<file path="src/rtl/bsg_vanilla_pkg.sv">
// bsg_vanilla_pkg: shared vanilla-core widths, divide opcodes and divider FSM states.
package bsg_vanilla_pkg;

    localparam int RV32_reg_data_width_gp = 32;
    localparam int RV32_reg_addr_width_gp = 5;

    typedef enum logic [1:0] {eDIV, eDIVU, eREM, eREMU} idiv_op_e;

    typedef enum logic [1:0] {eIDIV_IDLE, eIDIV_CALC, eIDIV_DONE} idiv_state_e;

endpackage

</file>
<file path="src/rtl/bsg_vanilla_idiv_step.sv">
// bsg_vanilla_idiv_step: one combinational restoring shift/subtract step.
// The 33-bit compare lets divisors and partial remainders at or above 2^31 resolve correctly.
module bsg_vanilla_idiv_step
    import bsg_vanilla_pkg::*;
#(
    parameter int data_width_p = RV32_reg_data_width_gp
) (
    input  logic [data_width_p-1:0] rem_i,
    input  logic [data_width_p-1:0] quot_i,
    input  logic [data_width_p-1:0] div_i,
    output logic [data_width_p-1:0] rem_o,
    output logic [data_width_p-1:0] quot_o
);

    logic [data_width_p:0] sh;
    logic                  ge;

    assign sh     = {rem_i, quot_i[data_width_p-1]};
    assign ge     = sh >= {1'b0, div_i};
    assign rem_o  = ge ? sh[data_width_p-1:0] - div_i : sh[data_width_p-1:0];
    assign quot_o = {quot_i[data_width_p-2:0], ge};

endmodule

</file>
<file path="src/rtl/bsg_vanilla_idiv_seq.sv">
// bsg_vanilla_idiv_seq: iterative radix-2 DIV/DIVU/REM/REMU sequencer with sign fix-up
// and RISC-V divide-by-zero / overflow results.
module bsg_vanilla_idiv_seq
    import bsg_vanilla_pkg::*;
#(
    parameter int data_width_p     = RV32_reg_data_width_gp,
    parameter int reg_addr_width_p = RV32_reg_addr_width_gp
) (
    input  logic                        clk_i,
    input  logic                        reset_i,
    input  logic                        v_i,
    output logic                        ready_and_o,
    input  idiv_op_e                    op_i,
    input  logic [data_width_p-1:0]     rs1_i,
    input  logic [data_width_p-1:0]     rs2_i,
    input  logic [reg_addr_width_p-1:0] rd_i,
    output logic                        v_o,
    output logic [data_width_p-1:0]     result_o,
    output logic [reg_addr_width_p-1:0] rd_o,
    input  logic                        yumi_i
);

    localparam int cnt_w_lp = $clog2(data_width_p);

    idiv_state_e                 state_q, state_d;
    logic [cnt_w_lp-1:0]         cnt_q, cnt_d;
    logic [data_width_p-1:0]     rem_q, rem_d, quot_q, quot_d, dvs_q, dvs_d, res_q, res_d;
    logic [reg_addr_width_p-1:0] rd_q, rd_d;
    logic                        is_div_q, is_div_d, s1_q, s1_d, s2_q, s2_d;
    logic                        sgn_op, div_zero, ovf;
    logic [data_width_p-1:0]     abs1, abs2, step_rem, step_quot, quot_fix, rem_fix;

    assign sgn_op   = (op_i == eDIV) || (op_i == eREM);
    assign div_zero = rs2_i == '0;
    assign ovf      = sgn_op && (rs1_i == {1'b1, {(data_width_p-1){1'b0}}}) && (&rs2_i);
    assign abs1     = (sgn_op && rs1_i[data_width_p-1]) ? -rs1_i : rs1_i;
    assign abs2     = (sgn_op && rs2_i[data_width_p-1]) ? -rs2_i : rs2_i;

    bsg_vanilla_idiv_step #(.data_width_p(data_width_p)) step (
        .rem_i (rem_q),
        .quot_i(quot_q),
        .div_i (dvs_q),
        .rem_o (step_rem),
        .quot_o(step_quot)
    );

    // Signs are pre-masked by op type, so unsigned ops never negate.
    assign quot_fix = (s1_q ^ s2_q) ? -step_quot : step_quot;
    assign rem_fix  = s1_q ? -step_rem : step_rem;

    always_comb begin
        state_d  = state_q;
        cnt_d    = cnt_q;
        rem_d    = rem_q;
        quot_d   = quot_q;
        dvs_d    = dvs_q;
        res_d    = res_q;
        rd_d     = rd_q;
        is_div_d = is_div_q;
        s1_d     = s1_q;
        s2_d     = s2_q;
        unique case (state_q)
            eIDIV_IDLE: if (v_i) begin
                rd_d     = rd_i;
                is_div_d = (op_i == eDIV) || (op_i == eDIVU);
                s1_d     = sgn_op & rs1_i[data_width_p-1];
                s2_d     = sgn_op & rs2_i[data_width_p-1];
                rem_d    = '0;
                quot_d   = abs1;
                dvs_d    = abs2;
                cnt_d    = '0;
                state_d  = (div_zero || ovf) ? eIDIV_DONE : eIDIV_CALC;
                res_d    = div_zero ? (is_div_d ? '1 : rs1_i)
                                    : (is_div_d ? {1'b1, {(data_width_p-1){1'b0}}} : '0);
            end
            eIDIV_CALC: begin
                rem_d  = step_rem;
                quot_d = step_quot;
                cnt_d  = cnt_q + 1'b1;
                if (&cnt_q) begin
                    state_d = eIDIV_DONE;
                    res_d   = is_div_q ? quot_fix : rem_fix;
                end
            end
            eIDIV_DONE: state_d = yumi_i ? eIDIV_IDLE : eIDIV_DONE;
            default:    state_d = eIDIV_IDLE;
        endcase
    end

    always_ff @(posedge clk_i or posedge reset_i) begin
        if (reset_i) begin
            state_q  <= eIDIV_IDLE;
            cnt_q    <= '0;
            rem_q    <= '0;
            quot_q   <= '0;
            dvs_q    <= '0;
            res_q    <= '0;
            rd_q     <= '0;
            is_div_q <= 1'b0;
            s1_q     <= 1'b0;
            s2_q     <= 1'b0;
        end else begin
            state_q  <= state_d;
            cnt_q    <= cnt_d;
            rem_q    <= rem_d;
            quot_q   <= quot_d;
            dvs_q    <= dvs_d;
            res_q    <= res_d;
            rd_q     <= rd_d;
            is_div_q <= is_div_d;
            s1_q     <= s1_d;
            s2_q     <= s2_d;
        end
    end

    assign ready_and_o = state_q == eIDIV_IDLE;
    assign v_o         = state_q == eIDIV_DONE;
    assign result_o    = res_q;
    assign rd_o        = rd_q;

    a_yumi_needs_v: assert property (@(posedge clk_i) disable iff (reset_i) yumi_i |-> v_o);

endmodule
</file>
<file path="config.mk">
export PLATFORM = sky130hd
export DESIGN_NAME = bsg_vanilla_idiv_seq
export DESIGN_NICKNAME = d
export VERILOG_FILES = /design/src/rtl/bsg_vanilla_pkg.sv /design/src/rtl/bsg_vanilla_idiv_step.sv /design/src/rtl/bsg_vanilla_idiv_seq.sv
export SDC_FILE = /design/constraint.sdc
export NUM_CORES = 1
export LEC_CHECK = 0
export ABC_AREA = 1
export CORE_MARGIN = 4
export CORE_UTILIZATION = 44
export CTS_BUF_LIST = sky130_fd_sc_hd__clkbuf_16
export DETAILED_ROUTE_END_ITERATION = 12
export PLACE_DENSITY_LB_ADDON = 0.15
export SYNTH_ARGS = -nofsm -noshare
export SYNTH_HDL_FRONTEND = slang
export SYNTH_HIERARCHICAL = 1
export SYNTH_SLANG_ARGS = --single-unit
</file>
<file path="constraint.sdc">
create_clock -name clk_i -period 12.65 [get_ports clk_i]
set_input_delay 2.53 -clock clk_i [delete_from_list [all_inputs] [get_ports clk_i]]
set_output_delay 2.53 -clock clk_i [all_outputs]
set_load 0.1 [all_outputs]
</file>
Word level (Yosys, flattened, before mapping)
Index checks and enable logic that the tools add are counted.

cells by class
  multiplexer cells = 23
  add/subtract/negate cells = 6
  divide/modulo/power cells = 0
  equal/unequal tests = 7
  bitwise gates (word level) = 3
  shifts and indexed selects = 0
  multipliers = 0
  reduce and logical (&&, ||, !) cells = 17
  magnitude comparators = 1

operators with widths
  kind                    number
  $mux W32                13
  $pmux W32 S2            3
  $neg A32 Y32            4
  $ge A33 B32 Y1          1
  $eq A32 B32 Y1 const B  1
  $logic_not A32 Y1       1
  $reduce_and A32 Y1      1
  $sub A32 B32 Y32        1
  $pmux W5 S2             1
  $mux W2                 4
  $pmux W2 S3             1
  $reduce_and A2 Y1       3
  $add A5 B1 Y5 const B   1
  $mux W5                 1
  $reduce_and A5 Y1       1
  $eq A2 B1 Y1 const B    2
  $eq A2 B2 Y1 const B    2
  $logic_and A1 B1 Y1     4
  $logic_not A2 Y1        2
  $ne A2 B2 Y1 const B    2
  $logic_or A1 B1 Y1      3
  $reduce_and A3 Y1       1
  $and A1 B1 Y1           2
  $reduce_bool A2 Y1      1
  $xor A1 B1 Y1           1

storage, ports and cells
  bits in registers = 143
  bits in writable memories = 0
  memory bits (read-only) = 0
  latch bits = 0
  word-level logic and storage cells = 67
  output and inout bits = 39
  memories = 0

Logic depth before layout (Yosys ltp)
  depth after elaboration = 8
  depth in mapped cells = 28
  depth with buffers taken out = 27

Modules after synthesis
The synthesis kept the hierarchy.

modules (own cells, without submodules)
  module                 seq. area each (um2)  cells an instance  times used  area an instance (um2)
  bsg_vanilla_idiv_seq   3578.4                1607               1           10241.1
  bsg_vanilla_idiv_step  0.0                   679                1           3400.8

Worst setup path after synthesis
Ideal clock, no wire load.

  path type = input -> register
  from = in rs2_i[0]
  to = reg dvs_q[24]
  slack = 8773 ps
  stages = 10
  library setup time = 133 ps
  data arrival time = 3744 ps
  cells stage by stage = inv_1 ha_1 nand3_1 nor2_1 nand3_1 nor2_4 nand2_1 nand2_1 xor2_1 o21ai_0

on the way
  longest elaborated chain between the ends = 2

RTL lines
  element                 RTL line                     text
  start: declaration      bsg_vanilla_idiv_seq.sv:15   input logic [data_width_p-1:0] rs2_i,
  $neg A32 Y32            bsg_vanilla_idiv_seq.sv:37   assign abs2 = (sgn_op && rs2_i[data_width_p-1]) ? -rs2_i : rs2_i;
  $mux W32                bsg_vanilla_idiv_seq.sv:37
  end signal: assignment  bsg_vanilla_idiv_seq.sv:107  dvs_q <= dvs_d;
  end: declaration        bsg_vanilla_idiv_seq.sv:27   logic [data_width_p-1:0] rem_q, rem_d, quot_q, quot_d, dvs_q, dvs_d, res_q, res_d;

No other way between the ends.
A chain may end at the register's enable or synchronous reset.

Worst setup path in the final report
  from = in v_i
  to = reg rem_q[17]

on the way
  longest elaborated chain between the ends = 2

RTL lines
  element                      RTL line                     text
  start: declaration           bsg_vanilla_idiv_seq.sv:11   input logic v_i,
  $ne A2 B2 Y1 (no line)       n/a
  $reduce_and A2 Y1 (no line)  n/a
  end signal: assignment       bsg_vanilla_idiv_seq.sv:105  rem_q <= rem_d;
  end: declaration             bsg_vanilla_idiv_seq.sv:27

No other way between the ends.

==> run metrics <==
status=complete, no violations; diode count=0; simple-gate portion of the synthesized area=43.6%; proportion of synthesized area in mux cells=0.0734%; mapped cell area=13600 um^2; clock-pin slew on the worst setup and hold paths=70 ps; effective utilization at floorplan=44.6%; sequential element share of the synthesized area=26.2%; Total Wirelength=47400 um; fill cell instance count of the final layout=3272; RSZ-0062 raised after global routing=false; largest family of logic cells by synthesized area=simple AND/OR/NAND/NOR gates; Clock Tree Root=clkbuf_16; clock network latency to the later pin of the worst-skew pair=440 ps; gate count of the mapped netlist=2286; hold violation count in the final report=0; Final period util=41.6%; # Post-CTS Setup Buffers=0; mean number of vias per cell=5.33; Final Instance Area=15300 um^2; Max Clk Rate=190 MHz; final critical-path required period=5260 ps; Post-Syn Nets=2401; share of the synthesized netlist area taken by xor and xnor gates=3.07%; first-pass GRT wire length=74900 um; startpoint type of the worst setup path=input port; share of synthesized flip-flops with an asynchronous set or reset=100%; fraction of layout cells with a size suffix above 1=4.11%; via count of the first global-routing pass=13572; required time reported for the critical path endpoint=13000 ps; post-synthesis compound-gate area fraction=10.4%; # H-tree levels=4; Yosys cell types=46; area of combinational cells with multiple inputs=8310 um^2; detail-routed net length per standard cell=17.4 um; most area-hungry cell type in the Yosys netlist=dfrtp_1; antenna-violating nets left=0; CTS tree=built; total core area=30600 um^2; count of TritonRoute iterations in the first routing pass=5; initial antenna violation count=1; max capacitance violation total=0; share of the synthesized area in the top cell type=26.2%; CTS buffer count=17; footprint of the flip-flops and latches=3580 um^2; flip-flop and latch count after synthesis=143; top area cells in the synthesized netlist=dfrtp_1 26%, nand2_1 22%, nand3_1 8.8%; Clock Path Buffers=2; gp weighted congestion=0.972; post-detailed-route DRC marker count=0; average size of a mapped cell=5.97 um^2; slew at the pin with the worst max-slew slack=1040 ps; # hold bufs at CTS=0; global route total overflow=0; final count of negative-setup-slack endpoints=0; WP data arrival=5610 ps; Slew Limit Headroom=30.4%; height of the die=184 um; Site Rows=64; worst setup margin=7390 ps; Initial DRC Count=1216; setup_tns=0 ps; maximum fanout encountered on the critical timing path=79; WS Path Type=in2reg; layout-stage area growth over the synthesis result=12.4%; hold crit path type=reg2reg; total placed instance area=14800 um^2; via count=14554; total number of yosys warnings=6; net total in the final layout=2436; Detail Placement HPWL=37200 um; Fin Clk Skew=11.7 ps; Worst Setup Slack post-DPL=6920 ps; number of enable-type register cells in the synthesized netlist=0; Port Buf Inserts=113; overall fraction of global-route tracks in use=28.0%; Chip Width=184 um; Primary FF master, synth=dfrtp_1; Die Area=33900 um^2; maximum number of pins on one net before global-route repair=88; adder and majority cell fraction of the synthesized area=3.72%; worst slack on hold paths=481 ps; number of max-slew violations in the final report=0; clock tree sinks=143; crit path capture type=flip-flop; # resized after CTS=0; I/O pin count=114
[routing by layer]
metal	up-vias	track usage (%)	wire, um
li1	7323	-	-
met1	6711	41.5	22800
met2	460	43.2	20800
met3	58	3.82	2950
met4	2	6.83	930
met5	-	0	7
[path summary, 6_finish.rpt]
path	startpoint	end	slack, ps	cells past startpoint
worst max-delay path	v_i	rem_q[17]	7390	8
worst min-delay path	result_o[23]	result_o[23]	480	2
worst max register to register	dvs_q[28]	result_o[16]	7970	22
worst min register to register	result_o[23]	result_o[23]	480	2
max in group asynchronous	reset_i	result_o[29]	8710	3
min in group asynchronous	reset_i	dvs_q[17]	2590	2
[Yosys cell counts (all sizes together) (5+ instances only)]
cell type and number:
nor3 23, inv 304, nand3 252, nand3b 20, or2 5, a22oi 29, nand4 41, o211ai 9
a31oi 12, nand2 809, o21ai 138, nor2 227, clkbuf 42, ha 39, xor2 44, buf 67
a21oi 56, and2 8, dfrtp 143
[layout make-up]
cell class                 instances  share of cell area, %
multi-input combinational       1729                   54.2
sequential                       143                   23.3
timing repair buffer             125                   7.96
inverter                         305                   7.50
tap                              396                   3.23
clock buffer                      17                   2.77
clock inverter                    15                  0.987
[sequential cells by signal, indices dropped and copies added, names as in the netlist]
signal and count:
quot_q 32, dvs_q 32, s1_q 1, state_q 2
cnt_q 5, rd_o 5, is_div_q 1, rem_q 32
s2_q 1, result_o 32
[cell families (layout without fill, tap and decap cells)]
logic type	Yosys count	in the layout
simple gates	1387	1387
xor+xnor	47	47
mux	1	1
fa+ha+maj	40	40
compound gates	254	254
flops	143	143
buf+inv	414	462
[worst max-delay path: stages]
cell and delay (ps):
clkdlybuf4s50_1 430, nand2_2 70, buf_4 570, inv_2 530
nor2_4 740, buf_4 480, nand2_1 80, o21ai_0 90
[cells in the final DEF, fill, tap and decap left out, types with 17 or more instances in the layout]
master             n
nand2_1          803
inv_1            295
nand3_1          240
nor2_1           214
dfrtp_1          143
o21ai_0          137
clkdlybuf4s50_1  113
a21oi_1           56
xor2_1            44
nand4_1           41
ha_1              39
a22oi_1           29
nand3b_1          20
nor3_1            18
clkbuf_16         17
[stage by stage]
step | instances | util (%)
CTS | 2730 | 50.1
global placement | 2698 | 48.2
global route | 2730 | 50.1
detailed placement | 2698 | 48.2
floorplan | 2286 | -
finish | 2730 | 50.1
Power is not shown: default switching activity piles up to over one toggle a cycle in this logic, so the estimate is an artifact.
